### config.mk
export PLATFORM = sky130hd
export DESIGN_NAME = vram_fetch
export DESIGN_NICKNAME = d
export VERILOG_FILES = /design/src/rtl/vram_fetch.sv
export SDC_FILE = /design/constraint.sdc
export NUM_CORES = 1
export LEC_CHECK = 0
export BUFFER_PORTS_ARGS = -buffer_cell sky130_fd_sc_hd__buf_2
export CELL_PAD_IN_SITES_DETAIL_PLACEMENT = 1
export CELL_PAD_IN_SITES_GLOBAL_PLACEMENT = 1
export CORE_MARGIN = 2
export CORE_UTILIZATION = 48
export DETAILED_ROUTE_END_ITERATION = 8
export PLACE_DENSITY_LB_ADDON = 0.25
export SLEW_MARGIN = 40
export SYNTH_ARGS = -nofsm -noshare
export SYNTH_HDL_FRONTEND = slang
export SYNTH_SLANG_ARGS = --single-unit
export TNS_END_PERCENT = 100
### constraint.sdc
create_clock -name Clk -period 3.7 [get_ports Clk]
set_clock_uncertainty 0.2 [all_clocks]
set_input_delay 0.37 -clock Clk [delete_from_list [all_inputs] [get_ports Clk]]
set_output_delay 0.37 -clock Clk [all_outputs]
set_load 0.01 [all_outputs]
### src/rtl/vram_fetch.sv
// Line fetcher: reads LWORDS words per line and unpacks each into HPIX pixel writes into one half of a
// ping-pong pixel buffer. MemReq rises 1 cycle after LineStart; writes follow MemAck by 1 cycle; stalls in WAIT while the next half is still full.
module vram_fetch #(
  parameter  int IWIDTH = 2,
  parameter  int BPP    = 6,
  parameter  int AWIDTH = 16,
  parameter  int LWORDS = 80,
  localparam int HPIX   = 1 << (IWIDTH - 1),
  localparam int WORDW  = BPP * HPIX
) (
  input  logic              Clk,
  input  logic              Reset,
  input  logic              LineStart,
  input  logic [AWIDTH-1:0] LineAddr,
  input  logic              ReadHalf,
  output logic              MemReq,
  output logic [AWIDTH-1:0] MemAddr,
  input  logic              MemAck,
  input  logic [WORDW-1:0]  MemData,
  output logic              Write,
  output logic [IWIDTH-1:0] WriteIndex,
  output logic [BPP-1:0]    DataOut,
  output logic              Busy,
  output logic              Underrun
);

  localparam int KW = IWIDTH - 1;
  localparam int CW = $clog2(LWORDS + 1);

  typedef enum logic [1:0] {IDLE, REQ, UNPACK, WAIT} state_t;

  state_t            state_q, state_d;
  logic [AWIDTH-1:0] addr_q, addr_d;
  logic [WORDW-1:0]  word_q, word_d;
  logic [KW-1:0]     k_q, k_d;
  logic [CW-1:0]     wcnt_q, wcnt_d;
  logic [1:0]        filled_q, filled_d;
  logic              fill_half_q, fill_half_d;
  logic              underrun_q, underrun_d;
  logic              pend_q, pend_d;
  logic [AWIDTH-1:0] pend_addr_q, pend_addr_d;
  logic              rh_q, rh_d;
  logic              mem_req_q, mem_req_d;
  logic              write_q, write_d;
  logic [IWIDTH-1:0] widx_q, widx_d;
  logic [BPP-1:0]    dout_q, dout_d;
  logic              busy_q, busy_d;
  logic              restart;
  logic [AWIDTH-1:0] restart_addr;

  always_comb begin
    state_d      = state_q;
    addr_d       = addr_q;
    word_d       = word_q;
    k_d          = k_q;
    wcnt_d       = wcnt_q;
    filled_d     = filled_q;
    fill_half_d  = fill_half_q;
    underrun_d   = underrun_q;
    pend_d       = pend_q;
    pend_addr_d  = pend_addr_q;
    rh_d         = ReadHalf;
    restart      = 1'b0;
    restart_addr = LineAddr;

    // Display moved to the other half: the half it left is free again.
    if (ReadHalf != rh_q) begin
      filled_d[rh_q] = 1'b0;
      if (busy_q && !filled_q[ReadHalf]) underrun_d = 1'b1;
    end
    if (LineStart) underrun_d = 1'b0;

    case (state_q)
      IDLE: restart = LineStart;
      REQ: begin
        if (LineStart) begin
          pend_d      = 1'b1;
          pend_addr_d = LineAddr;
        end
        if (MemAck) begin
          if (pend_q || LineStart) begin
            restart      = 1'b1;
            restart_addr = LineStart ? LineAddr : pend_addr_q;
            pend_d       = 1'b0;
          end else begin
            word_d  = MemData;
            addr_d  = addr_q + AWIDTH'(1);
            wcnt_d  = wcnt_q + CW'(1);
            k_d     = '0;
            state_d = UNPACK;
          end
        end
      end
      UNPACK: begin
        if (LineStart) begin
          restart = 1'b1;
        end else if (k_q == KW'(HPIX - 1)) begin
          // Set after the consumption clear so a simultaneous set wins.
          filled_d[fill_half_q] = 1'b1;
          fill_half_d           = !fill_half_q;
          if (wcnt_q == CW'(LWORDS))          state_d = IDLE;
          else if (!filled_d[fill_half_d])    state_d = REQ;
          else                                state_d = WAIT;
        end else begin
          k_d = k_q + KW'(1);
        end
      end
      WAIT: begin
        if (LineStart)                   restart = 1'b1;
        else if (!filled_d[fill_half_q]) state_d = REQ;
      end
      default: state_d = IDLE;
    endcase

    // A restart taken on an acknowledge passes through WAIT so MemReq drops for a cycle.
    if (restart) begin
      addr_d      = restart_addr;
      wcnt_d      = '0;
      filled_d    = '0;
      fill_half_d = 1'b0;
      state_d     = (state_q == REQ) ? WAIT : REQ;
    end

    mem_req_d = (state_d == REQ);
    busy_d    = (state_d != IDLE);
    write_d   = (state_d == UNPACK);
    widx_d    = write_d ? {fill_half_d, k_d} : '0;
    dout_d    = write_d ? word_d[int'(k_d)*BPP +: BPP] : '0;
  end

  always_ff @(posedge Clk or posedge Reset) begin
    if (Reset) begin
      state_q     <= IDLE;
      addr_q      <= '0;
      word_q      <= '0;
      k_q         <= '0;
      wcnt_q      <= '0;
      filled_q    <= '0;
      fill_half_q <= 1'b0;
      underrun_q  <= 1'b0;
      pend_q      <= 1'b0;
      pend_addr_q <= '0;
      rh_q        <= 1'b0;
      mem_req_q   <= 1'b0;
      write_q     <= 1'b0;
      widx_q      <= '0;
      dout_q      <= '0;
      busy_q      <= 1'b0;
    end else begin
      state_q     <= state_d;
      addr_q      <= addr_d;
      word_q      <= word_d;
      k_q         <= k_d;
      wcnt_q      <= wcnt_d;
      filled_q    <= filled_d;
      fill_half_q <= fill_half_d;
      underrun_q  <= underrun_d;
      pend_q      <= pend_d;
      pend_addr_q <= pend_addr_d;
      rh_q        <= rh_d;
      mem_req_q   <= mem_req_d;
      write_q     <= write_d;
      widx_q      <= widx_d;
      dout_q      <= dout_d;
      busy_q      <= busy_d;
    end
  end

  assign MemReq     = mem_req_q;
  assign MemAddr    = addr_q;
  assign Write      = write_q;
  assign WriteIndex = widx_q;
  assign DataOut    = dout_q;
  assign Busy       = busy_q;
  assign Underrun   = underrun_q;

endmodule

Yosys cells after proc, flatten, opt, wreduce, memory -nomap -nowiden --
Index checks and enable logic that the tools add are counted.
Storage, ports and cells: register bits 71, bits of input ports 33, word-level logic and storage cells 115
Operators by class: $add $sub $neg 3, multiply operators 1, order comparisons 6, equal/unequal tests 8, shift operators 1, multiplexer cells 62, bitwise operators 3, reduce and logical (&&, ||, !) cells 15
Operator list (number):
- 16-bit two-way mux | 8
- 12-bit two-way mux | 3
- 2-bit two-way mux | 16
- 7-bit two-way mux | 4
- 1-bit two-way mux | 25
- 16-bit by 1-bit adder with 16-bit output (second input constant) | 1
- 12-bit by 5-bit variable part select with 6-bit output | 1
- 2-bit nonzero test | 5
- 1-bit by 2-bit < comparator with 1-bit output (second input constant) | 4
- 7-bit by 1-bit adder with 7-bit output (second input constant) | 1
- 7-bit == test (second input constant) | 1
- 2-bit == test (second input constant) | 3
- 6-bit two-way mux | 1
- 2-bit case mux with 3 select lines | 1
- 2-bit by 1-bit == test with 1-bit output (second input constant) | 2
- 1-bit logical AND | 3
- 1-bit by 2-bit multiplier with 3-bit output (second input constant) | 1
- 1-bit case mux with 3 select lines | 1
- 3-bit AND reduction | 1
- 2-bit bitwise AND | 1
- 1-bit demux with 1-bit select | 2
- 1-bit >= comparator (second input constant) | 2
- 1-bit logical NOT | 2
- 2-bit logical NOT | 1
- 9 further kinds | 9

Longest topological paths before layout --
depth in word-level cells 18, depth in mapped cells 9, mapped depth without buffers 7

Least setup slack after synthesis --
OpenSTA, ideal clock, no wires.
kind reg-to-reg, start reg state_q[1], end reg dout_q[2] (netlist: DataOut[2]), arrival 1.870 ns, data required time 3.380 ns, path slack 1.510 ns, cell stages (with the launch flop) 9, path buffers 1, clock period less this slack 2.190 ns, path through dfrtp_1 > inv_1 > ha_1 > nand2_4 > nor3_4 > buf_6 > mux2_1 > mux2i_1 > nor3_2
Between the ends: elaborated cells between the ends (all ways) 21, classes of those cells mul (1); eq/ne (4); shift (1); mux (13); reduce/logical (2)
RTL lines:
- start: declaration | RTL line 32 | state_t state_q, state_d;
- start signal: assignment | RTL line 150 | state_q <= state_d;
- 2-bit by 1-bit == test with 1-bit output | RTL line 73 | case (state_q)
- 12-bit two-way mux | RTL line 73
- net word_d[8] | RTL line 34 | logic [WORDW-1:0] word_q, word_d;
- 12-bit by 5-bit variable part select with 6-bit output | RTL line 128 | dout_d = write_d ? word_d[int'(k_d)*BPP +: BPP] : '0;
- 6-bit two-way mux | RTL line 128
- net dout_d[2] | RTL line 46 | logic [BPP-1:0] dout_q, dout_d;
- end signal: assignment | RTL line 164 | dout_q <= dout_d;
- end: declaration | RTL line 46
The timed path passes the listed nets, and every way through them passes these cells. A chain may end at the register's enable or synchronous reset.

Final worst setup path --
start reg state_q[1], end reg dout_q[0] (netlist: DataOut[0])
Same word-level chain as after synthesis.

==> flow_metrics.tcl <==
set metrics [dict create \
    setup_tns_ps 0 \
    crit_path_max_fanout 15 \
    viasPerCell 5.90 \
    utilization_pct 57.6 \
    synthCells 362 \
    synth_edf_count 0 \
    path_clk_slew_ps 80 \
    setup_violations 0 \
    power_uw 3600 \
    min_path_type "input pin to flop" \
    grt_pass1_vias 3244 \
    syn_area_um2 3870 \
    synth_seq_cells 71 \
    die_x_um 93.8 \
    post_cts_buffers 0 \
    nets 459 \
    drt-total-wl_um 10200 \
    rsz0062_at_grt "no" \
    synth_ff_type "dfrtp_1" \
    die-area_um2 8800 \
    reg2reg_depth 7 \
    synthArstFlopShare_pct 100 \
    crit_end "DataOut[0]" \
    syn-num-nets 402 \
    drc 0 \
    clock-sinks 71 \
    cts_tree "done" \
    start_util_pct 49.8 \
    grt_first_pass_wirelength_um 17100 \
    p_leak_uw 0.00194 \
    finalHoldViolations 0 \
    slew_headroom_pct 48.1 \
    r2r_start "state_q[1]" \
    run_status "finished, final reports clean" \
    fin_hold_ws_ps 51.3 \
    regArea_um2 1780 \
    clock_path_buffers 2 \
    grt_antenna_before_repair 0 \
    grt_usage_pct 25.6 \
    path_delay_family "simple AND/OR/NAND/NOR gates" \
    cts_resized 0 \
    synth.distinct_cells 65 \
    grt-ovfl-total 0 \
    worst-setup-path-type "flop to flop" \
    max_cap_violations 0 \
    rows 32 \
    grt_max_degree 28 \
    powerDensity_nw_per_um2 806 \
    final_layout_size_suffix_gt1_share_pct 31.6 \
    core-area_um2 7770 \
    arrival_ps 3040 \
    fill_cells 865 \
    period_needed_ps 3030 \
    root_buffer "clkbuf_8" \
    place_congestion 0.863 \
    yosysWarnings 0 \
    multiInputGateArea_um2 1920 \
    final_common_cell "dfrtp_1" \
    r2r-end "DataOut[0]" \
    ios 61 \
    dp_hpwl_um 7060 \
    antenna_cells 0 \
    cp-start-kind "flop" \
    cts_buffers 9 \
    vias 3106 \
    critPathLaunch "state_q[1]" \
    required_ps 3710 \
    dieHeight_um 93.8 \
    synth_seq_area_share_pct 45.9 \
    routedWlPerCell_um 19.5 \
    slowest_delay_ps 660 \
    drt-initial-drc-count 131 \
    worst_slew_pin_slew_ps 775 \
    endpoint_kind "flop" \
    avgSynthCellArea_um2 10.7 \
    path_depth 7 \
    final_cell_mix "71 x dfrtp_1, 60 x buf_2, 28 x a21oi_1" \
    areaGrowthSynthToFinish_pct 15.6 \
    worst-r2r-setup-slack_ps 670 \
    fmax_mhz 330 \
    htreeDepth 3 \
    cpMaxStageDelayCell "ha_1" \
    detail-route-antenna-nets 0 \
    slew_violations 0 \
    min_period_over_period_pct 81.8 \
    worstSkewPairLatency_ps 360 \
    io_buffers 60 \
    critPathBufInv 1 \
    vdd_drop_max_uv 363 \
    dr.pass1.iters 4 \
    worstPathCellList "inv_1, ha_1, nand2_4, nor3_4, mux2_2, mux2i_1, nor3_2" \
    min_from "MemData[0]" \
]
==> cells in the mapped netlist (5+ instances only) <==
master / count / area, um^2
mux2_4: 5 / 75.1
a31oi_1: 7 / 43.8
o21ai_0: 20 / 100
nor2_1: 24 / 90.1
mux2i_1: 9 / 90.1
mux2_2: 23 / 259
nor3_2: 6 / 60.1
xor2_1: 6 / 52.6
nor3_1: 9 / 45.0
nand4_1: 6 / 37.5
nand2_1: 21 / 78.8
ha_1: 7 / 87.6
nand3_1: 6 / 30.0
buf_6: 5 / 56.3
buf_2: 11 / 55.1
nand2b_1: 7 / 43.8
a21oi_1: 28 / 140
dfrtp_1: 71 / 1780
inv_1: 11 / 41.3
a22o_1: 5 / 43.8
==> power by group <==
| group | switching [uW] | leakage, uW | internal [uW] |
|---|---|---|---|
| Clock | 311 | 0.000119 | 436 |
| Combinational | 854 | 0.000948 | 645 |
| Sequential | 285 | 0.000875 | 1070 |
==> metal layers <==
layer	track usage, %	share of wire, %
met5	0	0
met4	10.3	1.4
met3	3.61	6.1
met2	40.1	48
met1	35.9	45
==> how the worst min path moves through the flow <==
| stage | end | slack, ps | depth (start not counted) |
|---|---|---|---|
| 2_1_floorplan | rh_q | 200 | 0 |
| 3_3_place_gp | pend_addr_q[4] | 230 | 2 |
| 3_5_place_dp | pend_addr_q[4] | 230 | 2 |
| 4_1_cts | word_q[0] | 40 | 2 |
| 5_1_grt | word_q[5] | 50 | 2 |
| 6_report | word_q[0] | 50 | 2 |
==> cells by family (layout without fill, tap and decap cells) <==
logic type      count (synthesis)  count (layout)  synth area share [%]
compound gates                 97              97                  17.8
buf+inv                        33              95                  4.65
mux                            39              39                  11.5
fa+ha+maj                       7               7                  2.26
simple gates                  109             109                  16.5
xor+xnor                        6               6                  1.36
flops                          71              71                  45.9
==> per-stage QoR <==
stage	std cells	setup slack, ps	area (um^2)
2_1_floorplan	362	1330	3870
3_3_place_gp	508	881	4210
3_5_place_dp	508	711	4210
4_1_cts	526	669	4470
5_1_grt	526	492	4470
6_report	526	673	4470
==> worst reg2reg max path, delay by kind of cell, from the launching register on <==
family,cells,cell delay (ps)
DFF,1,400
buffers and inverters,1,120
muxes,2,640
adders and majority gates,1,660
and+or+nand+nor,3,850
==> flip-flops by register name, indices dropped and copies added (netlist names) <==
name	count
MemAddr	16
pend_addr_q	16
word_q	12
wcnt_q	7
DataOut	6
WriteIndex	2
filled_q	2
state_q	2
Busy	1
MemReq	1
Underrun	1
Write	1
fill_half_q	1
k_q	1
pend_q	1
rh_q	1
==> timing repair <==
action | CTS | global route
endpoints found under the setup margin | 0 | 0
hold buffers | 2 | 0
hold endpoints to repair | 22 | 0
==> layout make-up <==
class	count	share of cell area, %
well taps	102	2.85
inverters	11	0.923
multi-input cells	258	43.0
repair buffers	68	8.17
flip-flops and latches	71	39.7
clock buffers	12	3.69
clock inverters	4	1.71
No activity file was read; power rests on OpenSTA's default activity.
